`config.mk`:
```
export PLATFORM = sky130hd
export DESIGN_NAME = dmem_arbiter_flat
export DESIGN_NICKNAME = d
export VERILOG_FILES = /design/src/rtl/dmem_arbiter_if.sv /design/src/rtl/dmem_arbiter.sv /design/src/flat_wrapper.sv
export SDC_FILE = /design/constraint.sdc
export NUM_CORES = 1
export LEC_CHECK = 0
export CAP_MARGIN = 15
export CORE_AREA = 2 2 116 118
export DETAILED_ROUTE_END_ITERATION = 8
export DIE_AREA = 0 0 118 120
export PLACE_DENSITY = 0.64
export SYNTH_ARGS = -nofsm -noshare
export SYNTH_HDL_FRONTEND = slang
export SYNTH_SLANG_ARGS = --single-unit
```
`constraint.sdc`:
```
create_clock -name clk -period 2.8 [get_ports clk]
set_input_delay 0.56 -clock clk [delete_from_list [all_inputs] [get_ports clk]]
set_output_delay 0.56 -clock clk [all_outputs]
set_load 0.01 [all_outputs]
```
`src/rtl/dmem_arbiter_if.sv`:
```
// Bundles the MEM-stage, external-requester and data-RAM sides of the data memory arbiter.
// slave = arbiter view; master = the surroundings (pipeline, external port, RAM).
interface dmem_arbiter_if;
   logic        p_req;
   logic        p_we;
   logic [31:0] p_addr;
   logic [31:0] p_wdata;
   logic        p_stall;
   logic        p_rvalid;
   logic [31:0] p_rdata;

   logic        e_req;
   logic        e_we;
   logic [31:0] e_addr;
   logic [31:0] e_wdata;
   logic        e_gnt;
   logic        e_rvalid;
   logic [31:0] e_rdata;

   logic        ram_we;
   logic [31:0] ram_addr;
   logic [31:0] ram_din;
   logic [31:0] ram_dout;

   modport slave (
      input  p_req, p_we, p_addr, p_wdata,
      output p_stall, p_rvalid, p_rdata,
      input  e_req, e_we, e_addr, e_wdata,
      output e_gnt, e_rvalid, e_rdata,
      output ram_we, ram_addr, ram_din,
      input  ram_dout
   );

   modport master (
      output p_req, p_we, p_addr, p_wdata,
      input  p_stall, p_rvalid, p_rdata,
      output e_req, e_we, e_addr, e_wdata,
      input  e_gnt, e_rvalid, e_rdata,
      input  ram_we, ram_addr, ram_din,
      output ram_dout
   );
endinterface

```
`src/rtl/dmem_arbiter.sv`:
```
// Single-port data RAM arbiter: pipeline priority, external port forced in after MAX_WAIT denials.
// Grant/stall combinational (0 cycles); read data routed to its owner 1 cycle after the grant.
module dmem_arbiter #(
   parameter int unsigned MAX_WAIT = 4
) (
   input  logic          clk,
   input  logic          clrn,
   dmem_arbiter_if.slave bus
);

   typedef enum logic [1:0] {
      IDLE = 2'd0,
      P_RD = 2'd1,
      E_RD = 2'd2
   } owner_t;

   localparam logic [3:0] MAX_W = 4'(MAX_WAIT);

   owner_t     owner, owner_nxt;
   logic [3:0] wait_cnt, wait_nxt;
   logic       force_e;
   logic       e_win;
   logic       p_win;

   // clrn is active-high despite its name
   always_ff @(posedge clk or posedge clrn) begin
      if (clrn) begin
         owner    <= IDLE;
         wait_cnt <= 4'd0;
      end else begin
         owner    <= owner_nxt;
         wait_cnt <= wait_nxt;
      end
   end

   always_comb begin
      force_e      = bus.e_req && (wait_cnt == MAX_W);
      e_win        = force_e || (bus.e_req && !bus.p_req);
      p_win        = bus.p_req && !force_e;

      bus.ram_we   = 1'b0;
      bus.ram_addr = 32'd0;
      bus.ram_din  = 32'd0;
      bus.e_gnt    = 1'b0;
      bus.p_stall  = bus.p_req && !p_win;
      owner_nxt    = IDLE;

      if (e_win) begin
         bus.ram_we   = bus.e_we;
         bus.ram_addr = bus.e_addr;
         bus.ram_din  = bus.e_wdata;
         bus.e_gnt    = 1'b1;
         owner_nxt    = bus.e_we ? IDLE : E_RD;
      end else if (p_win) begin
         bus.ram_we   = bus.p_we;
         bus.ram_addr = bus.p_addr;
         bus.ram_din  = bus.p_wdata;
         owner_nxt    = bus.p_we ? IDLE : P_RD;
      end

      if (!bus.e_req || e_win)
         wait_nxt = 4'd0;
      else if (wait_cnt >= MAX_W)
         wait_nxt = MAX_W;
      else
         wait_nxt = wait_cnt + 4'd1;

      // Return path: data belongs to whoever was granted a read last cycle
      bus.p_rvalid = (owner == P_RD);
      bus.e_rvalid = (owner == E_RD);
      bus.p_rdata  = (owner == P_RD) ? bus.ram_dout : 32'd0;
      bus.e_rdata  = (owner == E_RD) ? bus.ram_dout : 32'd0;
   end

endmodule

```
`src/flat_wrapper.sv`:
```
// flat-port wrapper written by rule: the top's interface ports become plain ports
module dmem_arbiter_flat 
#(
   parameter int unsigned MAX_WAIT = 4
)
  (clk, clrn, bus_p_req, bus_p_we, bus_p_addr, bus_p_wdata, bus_p_stall, bus_p_rvalid, bus_p_rdata, bus_e_req, bus_e_we, bus_e_addr, bus_e_wdata, bus_e_gnt, bus_e_rvalid, bus_e_rdata, bus_ram_we, bus_ram_addr, bus_ram_din, bus_ram_dout);
  dmem_arbiter_if bus_i ();
  input  logic clk;
  input  logic clrn;
  input wire logic [$bits(bus_i.p_req)-1:0] bus_p_req;
  input wire logic [$bits(bus_i.p_we)-1:0] bus_p_we;
  input wire logic [$bits(bus_i.p_addr)-1:0] bus_p_addr;
  input wire logic [$bits(bus_i.p_wdata)-1:0] bus_p_wdata;
  output wire logic [$bits(bus_i.p_stall)-1:0] bus_p_stall;
  output wire logic [$bits(bus_i.p_rvalid)-1:0] bus_p_rvalid;
  output wire logic [$bits(bus_i.p_rdata)-1:0] bus_p_rdata;
  input wire logic [$bits(bus_i.e_req)-1:0] bus_e_req;
  input wire logic [$bits(bus_i.e_we)-1:0] bus_e_we;
  input wire logic [$bits(bus_i.e_addr)-1:0] bus_e_addr;
  input wire logic [$bits(bus_i.e_wdata)-1:0] bus_e_wdata;
  output wire logic [$bits(bus_i.e_gnt)-1:0] bus_e_gnt;
  output wire logic [$bits(bus_i.e_rvalid)-1:0] bus_e_rvalid;
  output wire logic [$bits(bus_i.e_rdata)-1:0] bus_e_rdata;
  output wire logic [$bits(bus_i.ram_we)-1:0] bus_ram_we;
  output wire logic [$bits(bus_i.ram_addr)-1:0] bus_ram_addr;
  output wire logic [$bits(bus_i.ram_din)-1:0] bus_ram_din;
  input wire logic [$bits(bus_i.ram_dout)-1:0] bus_ram_dout;
  assign bus_i.p_req = bus_p_req;
  assign bus_i.p_we = bus_p_we;
  assign bus_i.p_addr = bus_p_addr;
  assign bus_i.p_wdata = bus_p_wdata;
  assign bus_p_stall = bus_i.p_stall;
  assign bus_p_rvalid = bus_i.p_rvalid;
  assign bus_p_rdata = bus_i.p_rdata;
  assign bus_i.e_req = bus_e_req;
  assign bus_i.e_we = bus_e_we;
  assign bus_i.e_addr = bus_e_addr;
  assign bus_i.e_wdata = bus_e_wdata;
  assign bus_e_gnt = bus_i.e_gnt;
  assign bus_e_rvalid = bus_i.e_rvalid;
  assign bus_e_rdata = bus_i.e_rdata;
  assign bus_ram_we = bus_i.ram_we;
  assign bus_ram_addr = bus_i.ram_addr;
  assign bus_ram_din = bus_i.ram_din;
  assign bus_i.ram_dout = bus_ram_dout;
  dmem_arbiter #(.MAX_WAIT(MAX_WAIT)) u_core (.clk(clk), .clrn(clrn), .bus(bus_i));
endmodule
```
==> out/metrics.csv <==
metric;value;unit
clock_latency;0.23;ns
crit_required;2.24;ns
wl;10310;um
num_rows;42;
drive_gt1_frac;0.03879;
wl_per_cell;16.11;um
critPathArrivalTime;2.30;ns
avgViaCountPerCell;4.030;
crit_type;primary input to output pin;
max_freq;0.3498;GHz
ff2ff_setup_slack;1.36;ns
grt_antenna_before_repair;0;
first_pass_iters;4;
fin_ws;-0.05892;ns
skew;0.001601;ns
path_cells;clkdlybuf4s50_1, inv_2, o21a_2, buf_12, a22o_1, clkdlybuf4s50_1;
hpwl;8924;um
grt_start_max_net_pins;46;
synth-simple-area-share;0.3354;
rsz0062_at_grt;true;
cts_buffers;3;
h-tree-depth;1;
crit_top_cell;clkdlybuf4s50_1;
vias;2579;
track_usage;0.1249;
synth_compound_area_frac;0.4269;
synth_fp_nets;342;
power_density;210.8;nW/um2
start_util;0.1075;
gp_congestion;0.8081;
drt.antenna.violating_nets;0;
syn-cell-area;1395;um2
clock-root-buffer;clkbuf_16;
drcViolationCount;0;
utilization;0.3622;
total_power;0.9907;mW
fin_crit_sh;1.021;
cts_tree;yes;
synth_top_family_by_area;compound AO/OA/AOI/OAI gates;
synthAdderAreaFrac;0.01794;
nets;634;
cap_violations;0;
hold_viol;0;
end_kind;output pin;
grt_pass1_vias;2671;
min_to;u_core.wait_cnt[0]$_DFF_PP0_;
die_w;118;um
synth-edff-count;0;
seq_power_share;0.095;
slew_viol_final;0;
layout_min_cycle_time;2.859;ns
pwr-share-clk;0.232;
min_path_cells;1;
antenna_cells;0;
crit_fanout;30;
grt.overflow.total;0;
grt_pass1_wl;13970;um
drt_iter0_drc;43;
min-delay-start;u_core.wait_cnt[0]$_DFF_PP0_;
startpoint_type;primary input;
outcome;finished, violations left;
r2r-end;u_core.wait_cnt[2]$_DFF_PP0_;
syn_inst;174;
hold_buffers;0;
ir_drop;0.1564;mV
intPower;0.7057;mW
fp.dieH;120;um
syn_to_final_growth;237.0;%
setup_viol;1;
ios;299;
pwr-share-comb;0.673;
dpl_worst_slack;-0.1070;ns
crit-reg2reg-launch;u_core.wait_cnt[0]$_DFF_PP0_;
clkTransAtPathRegs;0.03;ns
die_area;14160;um2
yosysSeqAreaShare;0.1076;
swShare;0.2877;
synth_ff_type;dfrtp_1;
violations;setup timing;
net-switching-power;0.2850;mW
cts_buffer_depth;2;
async_reset_ff_frac;1.000;
reg2regPathDepth;6;
synth_xor_area_frac;0;
ys_ff_latch;6;
yosys_warnings;0;
synth_mux_area_frac;0;
hold_class;flip-flop to flip-flop;
clock-sinks;6;
power_leakage;2.237;nW
mostFrequentLayoutCells;233 x clkdlybuf4s50_1, 64 x and2_1, 63 x a22o_1, 41 x dlygate4sd2_1, 24 x dlymetal6s2s_1;
core_area;12980;um2
syn_area_per_cell;8.018;um2
cpPeakStageDelay;0.52;ns
slowest_stage;clkdlybuf4s50_1;
io_buffer_count;298;
ys_types;19;
mostFrequentLayoutCell;clkdlybuf4s50_1;
[how the worst max path moves through the flow]
stage                                 start               to  slack, ns  depth (start not counted)
6_report                          bus_e_req  bus_ram_din[28]      -0.06                          6
5_1_grt                           bus_e_req  bus_ram_din[28]       -0.1                          6
4_1_cts                           bus_e_req   bus_ram_din[5]      -0.11                          6
3_5_place_dp                      bus_e_req  bus_ram_din[23]      -0.11                          6
3_3_place_gp                      bus_e_req  bus_ram_din[25]       -0.1                          6
2_1_floorplan  u_core.wait_cnt[0]$_DFF_PP0_  bus_ram_din[10]       0.87                          7
[sequential cells by signal (all words and copies together), names as in the netlist]
| register | cells |
|---|---|
| u_core.owner | 2 |
| u_core.wait_cnt | 4 |
[critical path: cells and delay by family]
| family | cells | cell delay [ns] |
|---|---|---|
| AOI/OAI and AO/OA | 2 | 0.47 |
| buffers and inverters | 4 | 1.25 |
[synth_stat cells, drive strengths merged (2+ instances only)]
cell    number  area share
a22o        65        0.41
inv          4       0.011
buf         13       0.080
nor2b        4       0.018
ha           2       0.018
clkbuf       7       0.019
and2        64        0.29
dfrtp        6        0.11
[power groups by stage]
stage                     clock network, mW  logic, mW  registers [mW]
after floorplan                           0      0.214          0.0941
after global placement                    0      0.697          0.0946
after detailed placement                  0      0.704          0.0951
after CTS                             0.233      0.674          0.0940
after global routing                  0.239      0.706          0.0945
final                                 0.230      0.666          0.0941
[what timing repair did]
item                                    CTS  global route
gates resized for setup                  43            27
buffers inserted                          0             1
endpoints found under the setup margin   65            24
cloned                                    0             1
[area by class of cell]
cell class	instances	area (um2)
fillers	1337	8279
clock buffers	3	75.07
inverters	4	15.01
flip-flops and latches	6	150.1
multi-input cells	144	1119
repair buffers	307	3122
well taps	176	220.2
[metal layers]
layer,share of wire,wire length [um],global-route usage
met1,0.34,3474,0.1139
met2,0.56,5805,0.2747
met3,0.091,940,0.02899
met4,0.0087,90,0.02108
met5,0,0,0
[through the flow]
step | cell area, um2 | cells | hold slack, ns | setup TNS, ns
final | 4701 | 640 | 0.4734 | -0.05892
after global routing | 4701 | 640 | 0.4888 | -0.09655
after CTS | 4601 | 638 | 0.4748 | -2.191
after detailed placement | 4559 | 635 | 0.4775 | -2.999
after global placement | 4559 | 635 | 0.4525 | -2.030
after floorplan | 1395 | 174 | 0.3510 | 0
[cells by family after synthesis]
group	count (synthesis)
buffers and inverters	24
and+or+nand+nor	73
AOI/OAI and AO/OA	68
DFF	6
adders and majority gates	2
other	1
Note: power is estimated with default switching activity, not from simulation.
==> patch, RTL diff (same flow settings) <==
Re-encode `owner_t` (3 values) as one-hot, 3 bits wide.
--- a/src/rtl/dmem_arbiter.sv
+++ b/src/rtl/dmem_arbiter.sv
@@ -8,10 +8,10 @@
    dmem_arbiter_if.slave bus
 );
 
-   typedef enum logic [1:0] {
-      IDLE = 2'd0,
-      P_RD = 2'd1,
-      E_RD = 2'd2
+   typedef enum logic [2:0] {
+      IDLE = 3'b001,
+      P_RD = 3'b010,
+      E_RD = 3'b100
    } owner_t;
 
    localparam logic [3:0] MAX_W = 4'(MAX_WAIT);
Check against the original RTL: no difference found for any inputs over 10 cycles, from zero or initial values; not proved beyond that.
==> patch against the original RTL <==
Hold slack got worse by 0.65 ps. Cell count increased by 21%. Synthesized area increased by 51%. Setup slack improved by 150 ps. Wire length decreased by 5.4%. Total power increased by 2.9%. Combinational power about the same. Sequential cell count increased by 1. Sequential power increased by 18%. Clock power increased by 6%. Design area increased by 16%. Largest cell class unchanged. Largest power group unchanged.
==> patch: results (changes against the original RTL) <==
[timing]
fin_crit_sh_pct = 96.83  ; -5.3 points
finalHoldWorstSlack_ps = 472.8  ; -0.6450 ps
clock_skew_ps = 0.5202  ; -1.081 ps

[synthesis]
synthesis.area_per_instance_um2 = 6.807  ; -15%
yosys-top-cells-count = 69 x sky130_fd_sc_hd__inv_1, 66 x sky130_fd_sc_hd__and2_1, 66 x sky130_fd_sc_hd__mux2i_1, 66 x sky130_fd_sc_hd__nand2_1, 8 x sky130_fd_sc_hd__buf_2
syn-num-nets = 477  ; +39%
synth_sequential_area_ratio_pct = 8.388  ; -2.4 points
post_synth_main_area_contributors = sky130_fd_sc_hd__mux2i_1 31%, sky130_fd_sc_hd__and2_1 20%, sky130_fd_sc_hd__inv_1 12%

[worst_setup_path]
worst_setup_path_endpoint = bus_ram_addr[2]
cpPeakStageDelay_ps = 570  ; +50 ps
rrSetupSlack_ps = 1400  ; +40 ps
arrival_ps = 2150  ; -150 ps
worst-path-max-fanout = 12  ; -60%

[placement]
place_ws_ps = -16.24  ; +90.72 ps
post-place-cells = 770  ; +21%
place_area_um2 = 5202  ; +14%
routabilityCongestion = 0.7733  ; -4.3%

[finish]
largestRegisters = u_core.wait_cnt (4), u_core.owner (3)
num-fill-cells = 1318  ; -1.4%
final_layout_size_suffix_gt1_share_pct = 3.005  ; -0.87 points

[routing]
detail_route.vias_per_cell = 3.853  ; -4.4%
routedWlPerCell_um = 12.57  ; -22%
dr_wl_met3_um = 907  ; -3.5%
detail_route.wirelength.met1_um = 3386  ; -2.5%
postRouteWirelength_um = 9758  ; -5.4%
wl_met2_um = 5304  ; -8.6%
number_of_design_rule_violations_left_by_the_first_detailed_router_iteration = 29  ; -33%

[grt]
grt_first_pass_wirelength_um = 14070  ; +0.74%
grt_antenna_before_repair = 1  ; +1
track_usage_pct = 12.43  ; -0.064 points

[power]
vdd_drop_max_mv = 0.1319  ; -16%

[outcome]
outcome = finished, final reports clean

patch: cell types whose count changed after synthesis, sizes merged, moves of 3 or more:
cell	change
clkbuf	-3
nor2b	-3
nand2	+66
buf	+4
a22o	-65
mux2i	+66
inv	+65
patch: logic make-up (layout without fill, tap and decap cells):
family	count (synthesis)	after routing	synth area share, %
other	1	2	0.1783
AOI/OAI and AO/OA	1	1	0.3571
adders and majority gates	2	2	1.190
and+or+nand+nor	142	142	36.23
muxes	66	66	31.41
buffers and inverters	90	380	22.25
DFF	7	7	8.388
patch: area by class of cell:
class                           instances  area, µm²  share of cell area, %
Antenna cell                            1      2.502                0.04579
Clock buffer                            4      78.83                  1.442
Inverter                               69      259.0                  4.739
Multi-Input combinational cell        212       1459                  26.69
Sequential cell                         7      176.4                  3.228
Tap cell                              176      220.2                  4.029
Timing Repair Buffer                  307       3269                  59.82
patch: where the power goes:
part	internal (mW)	switching [mW]
Clock	0.189	0.0534
Sequential	0.107	0.00417
Combinational	0.433	0.232
patch: what timing repair did:
item | 4_1_cts | 5_1_grt
gates resized for setup | 2 | 58
endpoints found under the hold margin | 0 | 0
setup buffers | 0 | 0
setup endpoints to repair | 24 | 53
pin swaps | 0 | 1
gates cloned | 0 | 1
patch: layer usage:
| layer | vias up | track usage, % |
|---|---|---|
| li1 | 1510 | - |
| met1 | 1290 | 12.13 |
| met2 | 178 | 25.18 |
| met3 | 12 | 3.279 |
| met4 | 0 | 3.840 |
| met5 | - | 0 |
patch: worst reg2reg max path, cell delays in order (launching register included):
cell                       delay, ps
sky130_fd_sc_hd__dfrtp_1         390
sky130_fd_sc_hd__inv_1            70
sky130_fd_sc_hd__ha_1            200
sky130_fd_sc_hd__nand4b_4        160
sky130_fd_sc_hd__nand2_8         160
sky130_fd_sc_hd__buf_4           160
sky130_fd_sc_hd__mux2i_1         180
